==> config.mk <==
export PLATFORM = sky130hd
export DESIGN_NAME = riscv_core_div_ctrl
export DESIGN_NICKNAME = d
export VERILOG_FILES = /design/src/rtl/riscv_core_div_ctrl.sv
export SDC_FILE = /design/constraint.sdc
export NUM_CORES = 1
export LEC_CHECK = 0
export ABC_AREA = 1
export CAP_MARGIN = 10
export CORE_ASPECT_RATIO = 1.2
export CORE_MARGIN = 1
export CORE_UTILIZATION = 40
export DETAILED_ROUTE_END_ITERATION = 16
export PLACE_DENSITY_LB_ADDON = 0.15
export SLEW_MARGIN = 20
export SYNTH_ARGS = -nofsm -noshare
export SYNTH_HDL_FRONTEND = slang
export SYNTH_SLANG_ARGS = --single-unit
export TNS_END_PERCENT = 50
==> constraint.sdc <==
create_clock -name i_div_out_clk -period 7.56 [get_ports i_div_out_clk]
set_input_delay 1.89 -clock i_div_out_clk [delete_from_list [all_inputs] [get_ports i_div_out_clk]]
set_output_delay 1.89 -clock i_div_out_clk [all_outputs]
set_load 0.02 [all_outputs]
==> src/rtl/riscv_core_div_ctrl.sv <==
// Iterative restoring divider for RV64 DIV/DIVU/REM/REMU and W forms; N+2 cycles accept-to-result (N=64 or 32).
// Single request in flight; ready only in IDLE, result held until resp_ready. Optional macro RISCV_DIV_EARLY_OUT_EN.
module riscv_core_div_ctrl #(
    parameter int XLEN = 64
) (
    input  logic            i_div_out_clk,
    input  logic            i_div_out_rstn,
    input  logic            i_div_ctrl_valid,
    output logic            o_div_ctrl_ready,
    input  logic [XLEN-1:0] i_div_ctrl_srcA,
    input  logic [XLEN-1:0] i_div_ctrl_srcB,
    input  logic [1:0]      i_div_ctrl_control,
    input  logic            i_div_ctrl_isword,
    input  logic            i_div_ctrl_flush,
    output logic            o_div_ctrl_busy,
    output logic            o_div_ctrl_resp_valid,
    input  logic            i_div_ctrl_resp_ready,
    output logic [XLEN-1:0] o_div_ctrl_result,
    output logic            o_div_ctrl_div_by_zero,
    output logic            o_div_ctrl_overflow
);
    localparam logic [1:0] S_IDLE = 2'd0;
    localparam logic [1:0] S_PREP = 2'd1;
    localparam logic [1:0] S_CALC = 2'd2;
    localparam logic [1:0] S_DONE = 2'd3;

    logic [1:0]      state_q, state_d;
    logic [6:0]      cnt_q, cnt_d;
    logic [XLEN-1:0] srca_q, srca_d, srcb_q, srcb_d;
    logic [1:0]      ctrl_q, ctrl_d;
    logic            isword_q, isword_d;
    logic [XLEN-1:0] quo_q, quo_d, rem_q, rem_d, dvs_q, dvs_d;
    logic            resp_valid_q, resp_valid_d;
    logic [XLEN-1:0] result_q, result_d;
    logic            dbz_q, dbz_d, ovf_q, ovf_d;

    logic            is_signed, is_rem, div_zero, ovf;
    logic [XLEN-1:0] a_ext, b_ext, mag_a, mag_b, min_neg;
    logic [XLEN-1:0] q_fix, r_fix, res_sel, res_fix;
    logic [XLEN:0]   rs, diff;

    assign is_signed = ~ctrl_q[0];
    assign is_rem    = ctrl_q[1];

    // Operands are kept raw; W forms are extended from bit 31 before taking magnitudes.
    always_comb begin
        if (isword_q) begin
            a_ext   = {{(XLEN-32){is_signed & srca_q[31]}}, srca_q[31:0]};
            b_ext   = {{(XLEN-32){is_signed & srcb_q[31]}}, srcb_q[31:0]};
            min_neg = {{(XLEN-32){1'b1}}, 1'b1, 31'b0};
        end else begin
            a_ext   = srca_q;
            b_ext   = srcb_q;
            min_neg = {1'b1, {(XLEN-1){1'b0}}};
        end
    end

    assign mag_a    = (is_signed && a_ext[XLEN-1]) ? -a_ext : a_ext;
    assign mag_b    = (is_signed && b_ext[XLEN-1]) ? -b_ext : b_ext;
    assign div_zero = (b_ext == '0);
    assign ovf      = is_signed && (a_ext == min_neg) && (b_ext == '1);

    assign rs   = {rem_q, quo_q[XLEN-1]};
    assign diff = rs - {1'b0, dvs_q};

    always_comb begin
        q_fix = (is_signed && (a_ext[XLEN-1] ^ b_ext[XLEN-1])) ? -quo_q : quo_q;
        r_fix = (is_signed && a_ext[XLEN-1]) ? -rem_q : rem_q;
        if (div_zero) begin
            q_fix = '1;
            r_fix = a_ext;
        end else if (ovf) begin
            q_fix = a_ext;
            r_fix = '0;
        end
        res_sel = is_rem ? r_fix : q_fix;
        res_fix = isword_q ? {{(XLEN-32){res_sel[31]}}, res_sel[31:0]} : res_sel;
    end

    always_comb begin
        state_d      = state_q;
        cnt_d        = cnt_q;
        srca_d       = srca_q;
        srcb_d       = srcb_q;
        ctrl_d       = ctrl_q;
        isword_d     = isword_q;
        quo_d        = quo_q;
        rem_d        = rem_q;
        dvs_d        = dvs_q;
        resp_valid_d = resp_valid_q;
        result_d     = result_q;
        dbz_d        = dbz_q;
        ovf_d        = ovf_q;
        case (state_q)
            S_IDLE: if (i_div_ctrl_valid) begin
                srca_d   = i_div_ctrl_srcA;
                srcb_d   = i_div_ctrl_srcB;
                ctrl_d   = i_div_ctrl_control;
                isword_d = i_div_ctrl_isword;
                state_d  = S_PREP;
            end
            S_PREP: begin
                // W dividends sit in the upper half so the MSB-first shift always reads bit XLEN-1.
                quo_d   = isword_q ? {mag_a[31:0], 32'b0} : mag_a;
                rem_d   = '0;
                dvs_d   = mag_b;
                cnt_d   = isword_q ? 7'd32 : 7'd64;
                state_d = S_CALC;
`ifdef RISCV_DIV_EARLY_OUT_EN
                if (div_zero || ovf || (mag_a < mag_b)) begin
                    quo_d   = '0;
                    rem_d   = mag_a;
                    cnt_d   = '0;
                    state_d = S_DONE;
                end
`endif
            end
            S_CALC: begin
                if (!diff[XLEN]) begin
                    rem_d = diff[XLEN-1:0];
                    quo_d = {quo_q[XLEN-2:0], 1'b1};
                end else begin
                    rem_d = rs[XLEN-1:0];
                    quo_d = {quo_q[XLEN-2:0], 1'b0};
                end
                cnt_d = cnt_q - 7'd1;
                if (cnt_q == 7'd1) state_d = S_DONE;
            end
            default: begin
                if (!resp_valid_q) begin
                    result_d     = res_fix;
                    dbz_d        = div_zero;
                    ovf_d        = ovf;
                    resp_valid_d = 1'b1;
                end else if (i_div_ctrl_resp_ready) begin
                    resp_valid_d = 1'b0;
                    state_d      = S_IDLE;
                end
            end
        endcase
        if (i_div_ctrl_flush && (state_q != S_IDLE)) begin
            state_d      = S_IDLE;
            resp_valid_d = 1'b0;
        end
    end

    always_ff @(posedge i_div_out_clk or negedge i_div_out_rstn) begin
        if (!i_div_out_rstn) begin
            state_q      <= S_IDLE;
            cnt_q        <= '0;
            srca_q       <= '0;
            srcb_q       <= '0;
            ctrl_q       <= '0;
            isword_q     <= 1'b0;
            quo_q        <= '0;
            rem_q        <= '0;
            dvs_q        <= '0;
            resp_valid_q <= 1'b0;
            result_q     <= '0;
            dbz_q        <= 1'b0;
            ovf_q        <= 1'b0;
        end else begin
            state_q      <= state_d;
            cnt_q        <= cnt_d;
            srca_q       <= srca_d;
            srcb_q       <= srcb_d;
            ctrl_q       <= ctrl_d;
            isword_q     <= isword_d;
            quo_q        <= quo_d;
            rem_q        <= rem_d;
            dvs_q        <= dvs_d;
            resp_valid_q <= resp_valid_d;
            result_q     <= result_d;
            dbz_q        <= dbz_d;
            ovf_q        <= ovf_d;
        end
    end

    assign o_div_ctrl_ready       = (state_q == S_IDLE);
    assign o_div_ctrl_busy        = (state_q != S_IDLE);
    assign o_div_ctrl_resp_valid  = resp_valid_q;
    assign o_div_ctrl_result      = result_q;
    assign o_div_ctrl_div_by_zero = dbz_q;
    assign o_div_ctrl_overflow    = ovf_q;
endmodule

### Word level (Yosys, flattened, before mapping)

Cells that the tools add are included.

* register bits after elaboration: 399
* bits of input ports: 136
* output and inout port bits: 69
* word-level logic and storage cells: 79

* bitwise operators: 6
* equal/unequal tests: 8
* reduce and logical (&&, ||, !) cells: 16
* add/subtract/negate cells: 6
* multiplexer cells: 30

Operators with widths (count)
* $mux W64: 14
* $neg A64 Y64: 4
* $pmux W64 S2: 2
* $sub A65 B64 Y65: 1
* $eq A64 B64 Y1: 1
* $eq A64 B64 Y1 const B: 1
* $logic_not A64 Y1: 1
* $mux W63: 1
* $pmux W7 S2: 1
* $mux W2: 5
* $reduce_bool A5 Y1: 2
* $eq A7 B1 Y1 const B: 1
* $mux W7: 1
* $sub A7 B1 Y7 const B: 1
* $logic_and A1 B1 Y1: 6
* $pmux W2 S3: 1
* $mux W1: 5
* $reduce_and A2 Y1: 2
* $reduce_and A4 Y1: 1
* $reduce_bool A2 Y1: 2
* $ne A3 B2 Y1 const B: 1
* $ne A3 B3 Y1 const B: 1
* $not A1 Y1: 3
* $reduce_or A3 Y1: 1
* 6 further kinds: 7

### Logic depth before layout (Yosys ltp)

Gate-level depths: netlist of run 1.

* word-level depth: 10
* mapped depth: 21
* mapped depth without buffers: 19

### Worst setup path after synthesis of run 1

No wires, ideal clock.

* kind: input to register
* start point: input i_div_ctrl_valid
* end point: register srca_q[42]
* data required time: 7.435 ns
* cell stages on the path: 4
* setup time: 0.125 ns
* data arrival time: 2.989 ns
* buffers on the path: 2
* slack: 4.447 ns
* cell sequence: nand2_1 > clkbuf_1 > clkbuf_1 > mux2_2

* longest elaborated chain between the ends: 1

RTL lines
* start, declared: line 8 `input logic i_div_ctrl_valid,`
* $reduce_and A2 Y1 (no line)
* end signal, assigned: line 165 `srca_q <= srca_d;`
* end, declared: line 29 `logic [XLEN-1:0] srca_q, srca_d, srcb_q, srcb_d;`

No other way between the ends.
A chain may end at the register's enable or synchronous reset.

### Worst setup path in the final report of run 1

* start point: register isword_q
* end point: register result_q[9], in the netlist o_div_ctrl_result[9]

* longest elaborated chain between the ends: 8
* elaborated cells between the ends (all ways): 19
* classes of those cells: eq/ne (2); mux (11); bitwise (1); reduce/logical (5)

RTL lines
* start, declared: line 31 `logic isword_q, isword_d;`
* start signal, assigned: line 168 `isword_q <= isword_d;`
* $mux W64 or $mux W63 (tied branches): line 47 `if (isword_q) begin`
* $eq A64 B64 Y1 or $xor A1 B1 Y1 (tied branches): line 61, 67
* $logic_and A1 B1 Y1 (on tied branches): line 61, 67
* $logic_and A1 B1 Y1 or $mux W64 (tied branches): line 61, 67
* $mux W64: line 72 `end else if (ovf) begin`
* $mux W64: line 69 `if (div_zero) begin`
* $mux W64 (*): line 76 `res_sel = is_rem ? r_fix : q_fix;`
* $mux W64 (*): line 77 `res_fix = isword_q ? {{(XLEN-32){res_sel[31]}}, res_sel[31:0]} : res_sel;`
* end signal, assigned: line 173 `result_q <= result_d;`
* end, declared: line 34 `logic [XLEN-1:0] result_q, result_d;`

Mark *: on every way between the ends. The rest lies on a longest branch, timed or not.

==> results of run 1 <==
## critical path, delay by kind of cell (launching register included)
kind,cells,cell delay (ns)
AOI/OAI and AO/OA,2,0.33
buffers and inverters,2,0.83
DFF,1,0.81
and+or+nand+nor,8,2.80
## final timing paths
kind,start,end,cells after the start
worst max-delay path,isword_q,o_div_ctrl_result[9],12
worst min-delay path,o_div_ctrl_result[32],o_div_ctrl_result[32],2
worst max register to register,isword_q,o_div_ctrl_result[9],12
worst min register to register,o_div_ctrl_result[32],o_div_ctrl_result[32],2
max in group asynchronous,i_div_out_rstn,srcb_q[13],2
min in group asynchronous,i_div_out_rstn,cnt_q[1],1
## state kept, by name (all words and copies together) (netlist names)
register / count
o_div_ctrl_overflow: 1
srca_q: 64
cnt_q: 7
o_div_ctrl_resp_valid: 1
ctrl_q: 2
state_q: 2
dvs_q: 64
quo_q: 64
o_div_ctrl_result: 64
srcb_q: 64
rem_q: 64
isword_q: 1
o_div_ctrl_div_by_zero: 1
## synthesized netlist by cell type, drive strengths merged
cell type,count
nor3b,1
nand2,1716
nor4,12
o22ai,28
o21bai,8
nand3,533
a21oi,272
fa,1
dfrtp,399
xnor2,39
a2111oi,1
o211ai,14
mux2,68
clkbuf,101
o221ai,35
a21o,5
ha,75
nor2,762
nor3,48
and2,2
or2,3
a221oi,5
a31oi,9
o2111ai,1
nand3b,30
buf,105
o21a,4
inv,569
a22oi,8
a21boi,4
o31ai,3
o21ai,305
xor2,138
nand4,57
and3,1
## logic make-up after synthesis
logic type,Yosys count,synth area share
adder cells (fa/ha/maj),76,0.0289
buffers and inverters,775,0.0919
AO/OA/AOI/OAI,702,0.116
multiplexers,68,0.0231
AND/OR/NAND/NOR,3165,0.392
flip-flops,399,0.301
XOR/XNOR,177,0.0468
## layout make-up
| type | count | area (um^2) |
|---|---|---|
| diodes | 2 | 5.00 |
| clock buffers | 64 | 1330 |
| clock inverters | 22 | 299 |
| fillers | 8967 | 44400 |
| inverters | 569 | 2140 |
| multi-input cells | 4188 | 20200 |
| flip-flops and latches | 399 | 9980 |
| well taps | 1053 | 1320 |
| repair buffers | 248 | 2410 |
## stage by stage
step,cell area [um^2],setup slack [ns],power (W),cells
6_report,37600,2.56,0.0164,6545
5_1_grt,37600,2.26,0.0174,6543
4_1_cts,37600,2.37,0.0163,6543
3_5_place_dp,36000,2.41,0.0138,6457
3_3_place_gp,36000,2.51,0.0138,6457
2_1_floorplan,33100,4.45,0.00983,5362
## metal layers
| metal | vias to the layer above | GRT usage |
|---|---|---|
| li1 | 17426 | - |
| met1 | 17556 | 0.449 |
| met2 | 1459 | 0.632 |
| met3 | 392 | 0.0398 |
| met4 | 0 | 0.274 |
| met5 | - | 0 |
## power breakdown
part / internal (W) / switching [W] / total [W] / leakage [nW]
Sequential: 0.00298 / 0.000900 / 0.00388 / 4.95
Combinational: 0.00286 / 0.00723 / 0.0101 / 13.7
Clock: 0.00142 / 0.00104 / 0.00245 / 0.790
Total: 0.00726 / 0.00917 / 0.0164 / 19.4
==> run_results.csv, run 1 <==
group,metric,value,unit
run_status,status,"completed",
clock_tree,holdBufCountCts,0,
setup_path,cp_slowest_cell,"dfrtp_1",
clock_tree,htree_levels,2,
timing,fin_crit,5.00,ns
routing,drtPass1Iterations,7,
floorplan,die_y,317,um
logic_synthesis,syn-num-nets,5574,
floorplan,io_pins,205,
pwr,p_per_area,436,nW/um^2
timing,whs,0.478,ns
logic_synthesis,synthTopCellsByArea,"dfrtp_1 (30%), nand2_1 (19%), nor2_1 (8.6%)",
logic_synthesis,ys_ff_latch,399,
setup_path,ff2ff_setup_slack,2.56,ns
setup_path,crit_path_cell_trace,"inv_2 > buf_4 > nand2_1 > nand2_1 > nor3_2 > nand2_1 > nor2_8 > nand3_4 > nand2_2 > o22ai_1 > o21ai_0 > nand2_1",
timing,rsz0062_at_grt,"false",
grt,grt.overflow.total,0,
routing,wl_met1,63000,um
floorplan,core_area,82000,um^2
routing,route.met2.wl,75300,um
setup_path,critPathMostFrequentCell,"nand2_1",
routing,routed.top_layer,"met4",
placement,dpl.hpwl,129000,um
logic_synthesis,synth_top_area_frac,0.301,
cells_and_area,drive_gt1_frac,0.0426,
grt,antenna_found_initial,1,
timing,fin_crit_sh,0.661,
logic_synthesis,syn-instance-count,5362,
cells_and_area,final_nets,5665,
timing,finClkSkew,0.0484,ns
routing,wl,161000,um
setup_path,crit_arrival,5.48,ns
clock_tree,cts-resized-gates,0,
timing,tns,0,ns
clock_tree,cts_root_buf,"clkbuf_16",
cells_and_area,mostFrequentLayoutCells,"nand2_1 (1709), nor2_1 (756), inv_1 (553), nand3_1 (528), dfrtp_1 (399)",
setup_path,worstPathMaxFanout,78,
min_path,hold_path.class,"reg -> reg",
routing,vias,36833,
grt,grtUsageTotal,0.376,
setup_path,cp-end-kind,"flop",
setup_path,cp-start-kind,"flop",
setup_path,slowest_delay,0.81,ns
floorplan,start_util,0.404,
routing,vias_per_cell,5.63,
grt,grt_max_degree,129,
pwr,ir_drop,0.321,mV
routing,drt_iter0_drc,3912,
setup_path,worst-setup-path-type,"reg -> reg",
floorplan,rows,115,
grt,grt_pass1_vias,35354,
flow_run,drv_cap,0,
floorplan,die_w,265,um
routing,wl_met3,9040,um
floorplan,die_area,84000,um^2
clock_tree,cts_buffers,47,
routing,wire_per_inst,24.6,um
logic_synthesis,synth_area,33100,um^2
logic_synthesis,postSynthAreaPerCell,6.18,um^2
cells_and_area,layout_commonest_cell,"nand2_1",
cells_and_area,final_util,0.459,
timing,finalSetupViolations,0,
setup_path,crit_required,8.04,ns
logic_synthesis,yosys.area.top_type,"dfrtp_1",
clock_tree,cts_tree,"done",
clock_tree,cts.sinks,399,
routing,drc,0,
timing,relSlewSlack,0.291,
routing,ant_nets,0,
timing,finalHoldViolCount,0,
clock_tree,cts_setup_buffers,0,
cells_and_area,area_growth,13.6,%
placement,gp_congestion,1.05,
clock_tree,clk_pin_slew,0.06,ns
grt,grt_pass1_wl,232000,um
logic_synthesis,yosysSeqAreaShare,0.301,
clock_tree,cts_buffer_depth,3,
clock_tree,clk_latency,0.64,ns
timing,slew_violations,0,
placement,numPortBuffers,204,
logic_synthesis,ys_types,49,
logic_synthesis,yosysWarnings,0,
timing,timing.fmax,200,MHz
timing,worstMarginPinSlew,1.06,ns
pwr,leakage,19.4,nW
No activity file was read; power rests on OpenSTA's default activity.
==> inputs of run 2 (changes only) <==
==> constraint.sdc (replaced) <==
create_clock -name i_div_out_clk -period 5.1 [get_ports i_div_out_clk]
set_input_delay 1.275 -clock i_div_out_clk [delete_from_list [all_inputs] [get_ports i_div_out_clk]]
set_output_delay 1.275 -clock i_div_out_clk [all_outputs]
set_load 0.02 [all_outputs]
==> run_results.csv, run 2 (synthesis gave the netlist of run 1 again) <==
group,metric,value,unit
timing,slew_violations,0,
floorplan,rows,115,
timing,fin_crit,4.27,ns
routing,wire_per_inst,24.0,um
timing,rsz0062_at_grt,"false",
timing,setup_ws,0.835,ns
timing,worstMarginPinSlew,1.05,ns
placement,gp_congestion,1.04,
placement,dp.cells,6465,
floorplan,die_y,317,um
cells_and_area,final_nets,5672,
run_status,status,"completed",
setup_path,worstPathMaxFanout,36,
clock_tree,cts-resized-gates,0,
setup_path,crit_required,5.59,ns
pwr,p_per_area,636,nW/um^2
routing,ant_nets,0,
routing,wl,157000,um
clock_tree,cts.sinks,399,
pwr,pwr-share-comb,0.621,
flow_run,drv_cap,0,
clock_tree,cts_root_buf,"clkbuf_16",
cells_and_area,drive_gt1_frac,0.0428,
pwr,p_seq_frac,0.237,
clock_tree,clk_pin_slew,0.06,ns
timing,tns,0,ns
cells_and_area,finalNonFillerCells,6548,
routing,drc,0,
routing,drtPass1Iterations,8,
clock_tree,clk_latency,0.62,ns
routing,drt_iter0_drc,3924,
grt,antenna_found_initial,3,
placement,dpl.hpwl,127000,um
pwr,switching_share,0.556,
cells_and_area,nFillCells,9000,
pwr,p_clk_frac,0.141,
routing,vias,36571,
setup_path,worst-setup-path-type,"reg -> reg",
grt,grtUsageTotal,0.369,
timing,timing.fmax,234,MHz
cells_and_area,layout_commonest_cell,"nand2_1",
clock_tree,cts_buffer_depth,3,
floorplan,core_area,82000,um^2
timing,finalHoldViolCount,0,
min_path,hold_path.class,"reg -> reg",
floorplan,io_pins,205,
pwr,internal_power,0.0106,W
pwr,ir_drop,0.327,mV
cells_and_area,area_growth,13.4,%
timing,finClkSkew,0.0307,ns
setup_path,cp-end-kind,"flop",
floorplan,start_util,0.404,
placement,numPortBuffers,204,
floorplan,die_area,84000,um^2
floorplan,die_w,265,um
grt,grt_pass1_vias,35097,
pwr,leakage,19.4,nW
pwr,p_switching,0.0133,W
grt,grt_pass1_wl,228000,um
clock_tree,cts_tree,"done",
timing,finalSetupViolations,0,
grt,grt.overflow.total,0,
routing,vias_per_cell,5.59,
clock_tree,cts_setup_buffers,0,
clock_tree,holdBufCountCts,0,
clock_tree,htree_levels,2,
cells_and_area,antennaDiodeCount,0,
setup_path,crit_arrival,4.75,ns
timing,relSlewSlack,0.293,
placement,post-place-ws,0.992,ns
timing,fin_crit_sh,0.836,
cells_and_area,mostFrequentLayoutCells,"nand2_1 (1710), nor2_1 (756), inv_1 (553), nand3_1 (528), dfrtp_1 (399)",
timing,whs,0.478,ns
grt,grt_max_degree,108,
clock_tree,cts_buffers,46,
setup_path,cp-start-kind,"flop",
## run 2: cell types whose count changed in the layout (fill, tap and decap cells not counted), sizes merged
| cell | delta |
|---|---|
| buf | +8 |
| bufinv | -3 |
| clkinv | +2 |
| diode | -2 |
| inv | -2 |
| clkbuf | +1 |
| clkinvlp | -1 |
## run 2: worst max-delay path, cell delays in order, from the launching register on
cell and delay (ns):
dfrtp_1 0.36, buf_4 0.20, nand3_2 0.42, buf_4 0.25
nand2_1 0.12, nor2_1 0.17, inv_1 0.09, nor2_1 0.19
nand2_2 0.14, nor2_8 0.49, nand3_4 0.65, nand2_1 0.21
buf_4 0.38, o22ai_1 0.16, o21ai_0 0.19, nand2_1 0.07
## run 2: per-layer routing
layer	vias to the layer above	share of wire	GRT usage
met5	-	0.00017	0
li1	17456	-	-
met2	1470	0.47	0.621
met3	356	0.059	0.0425
met4	4	0.083	0.264
met1	17285	0.39	0.439
## run 2: power groups by stage
stage | Clock, W | Sequential (W) | Combinational [W]
CTS | 0.00341 | 0.00566 | 0.0146
global route | 0.00353 | 0.00580 | 0.0161
detailed placement | 0 | 0.00571 | 0.0146
finish | 0.00338 | 0.00568 | 0.0149
floorplan | 0 | 0.00543 | 0.00914
global placement | 0 | 0.00571 | 0.0146
## run 2: area by class of cell
class	instances	area (um^2)	share of cell area
Multi-Input combinational cell	4188	20200	0.536
Sequential cell	399	9980	0.266
Timing Repair Buffer	256	2520	0.0672
Inverter	569	2140	0.0568
Tap cell	1053	1320	0.0350
Clock buffer	65	1310	0.0349
Clock inverter	18	170	0.00453
## run 2: per-stage QoR
stage	area, um^2	power [W]	util
final	37600	0.0239	0.458
after global routing	37600	0.0254	0.458
after CTS	37600	0.0237	0.458
after detailed placement	36100	0.0203	0.440
after global placement	36100	0.0203	0.440
after floorplan	33100	0.0146	-
## run 2: worst paths after layout
path	slack (ns)	start	depth (start not counted)	to
worst max register to register	0.83	isword_q	15	o_div_ctrl_result[2]
worst max-delay path	0.83	isword_q	15	o_div_ctrl_result[2]
worst min-delay path	0.48	o_div_ctrl_result[32]	2	o_div_ctrl_result[32]
max in group asynchronous	3.11	i_div_out_rstn	2	rem_q[12]
worst min register to register	0.48	o_div_ctrl_result[32]	2	o_div_ctrl_result[32]
min in group asynchronous	0.75	i_div_out_rstn	1	cnt_q[2]
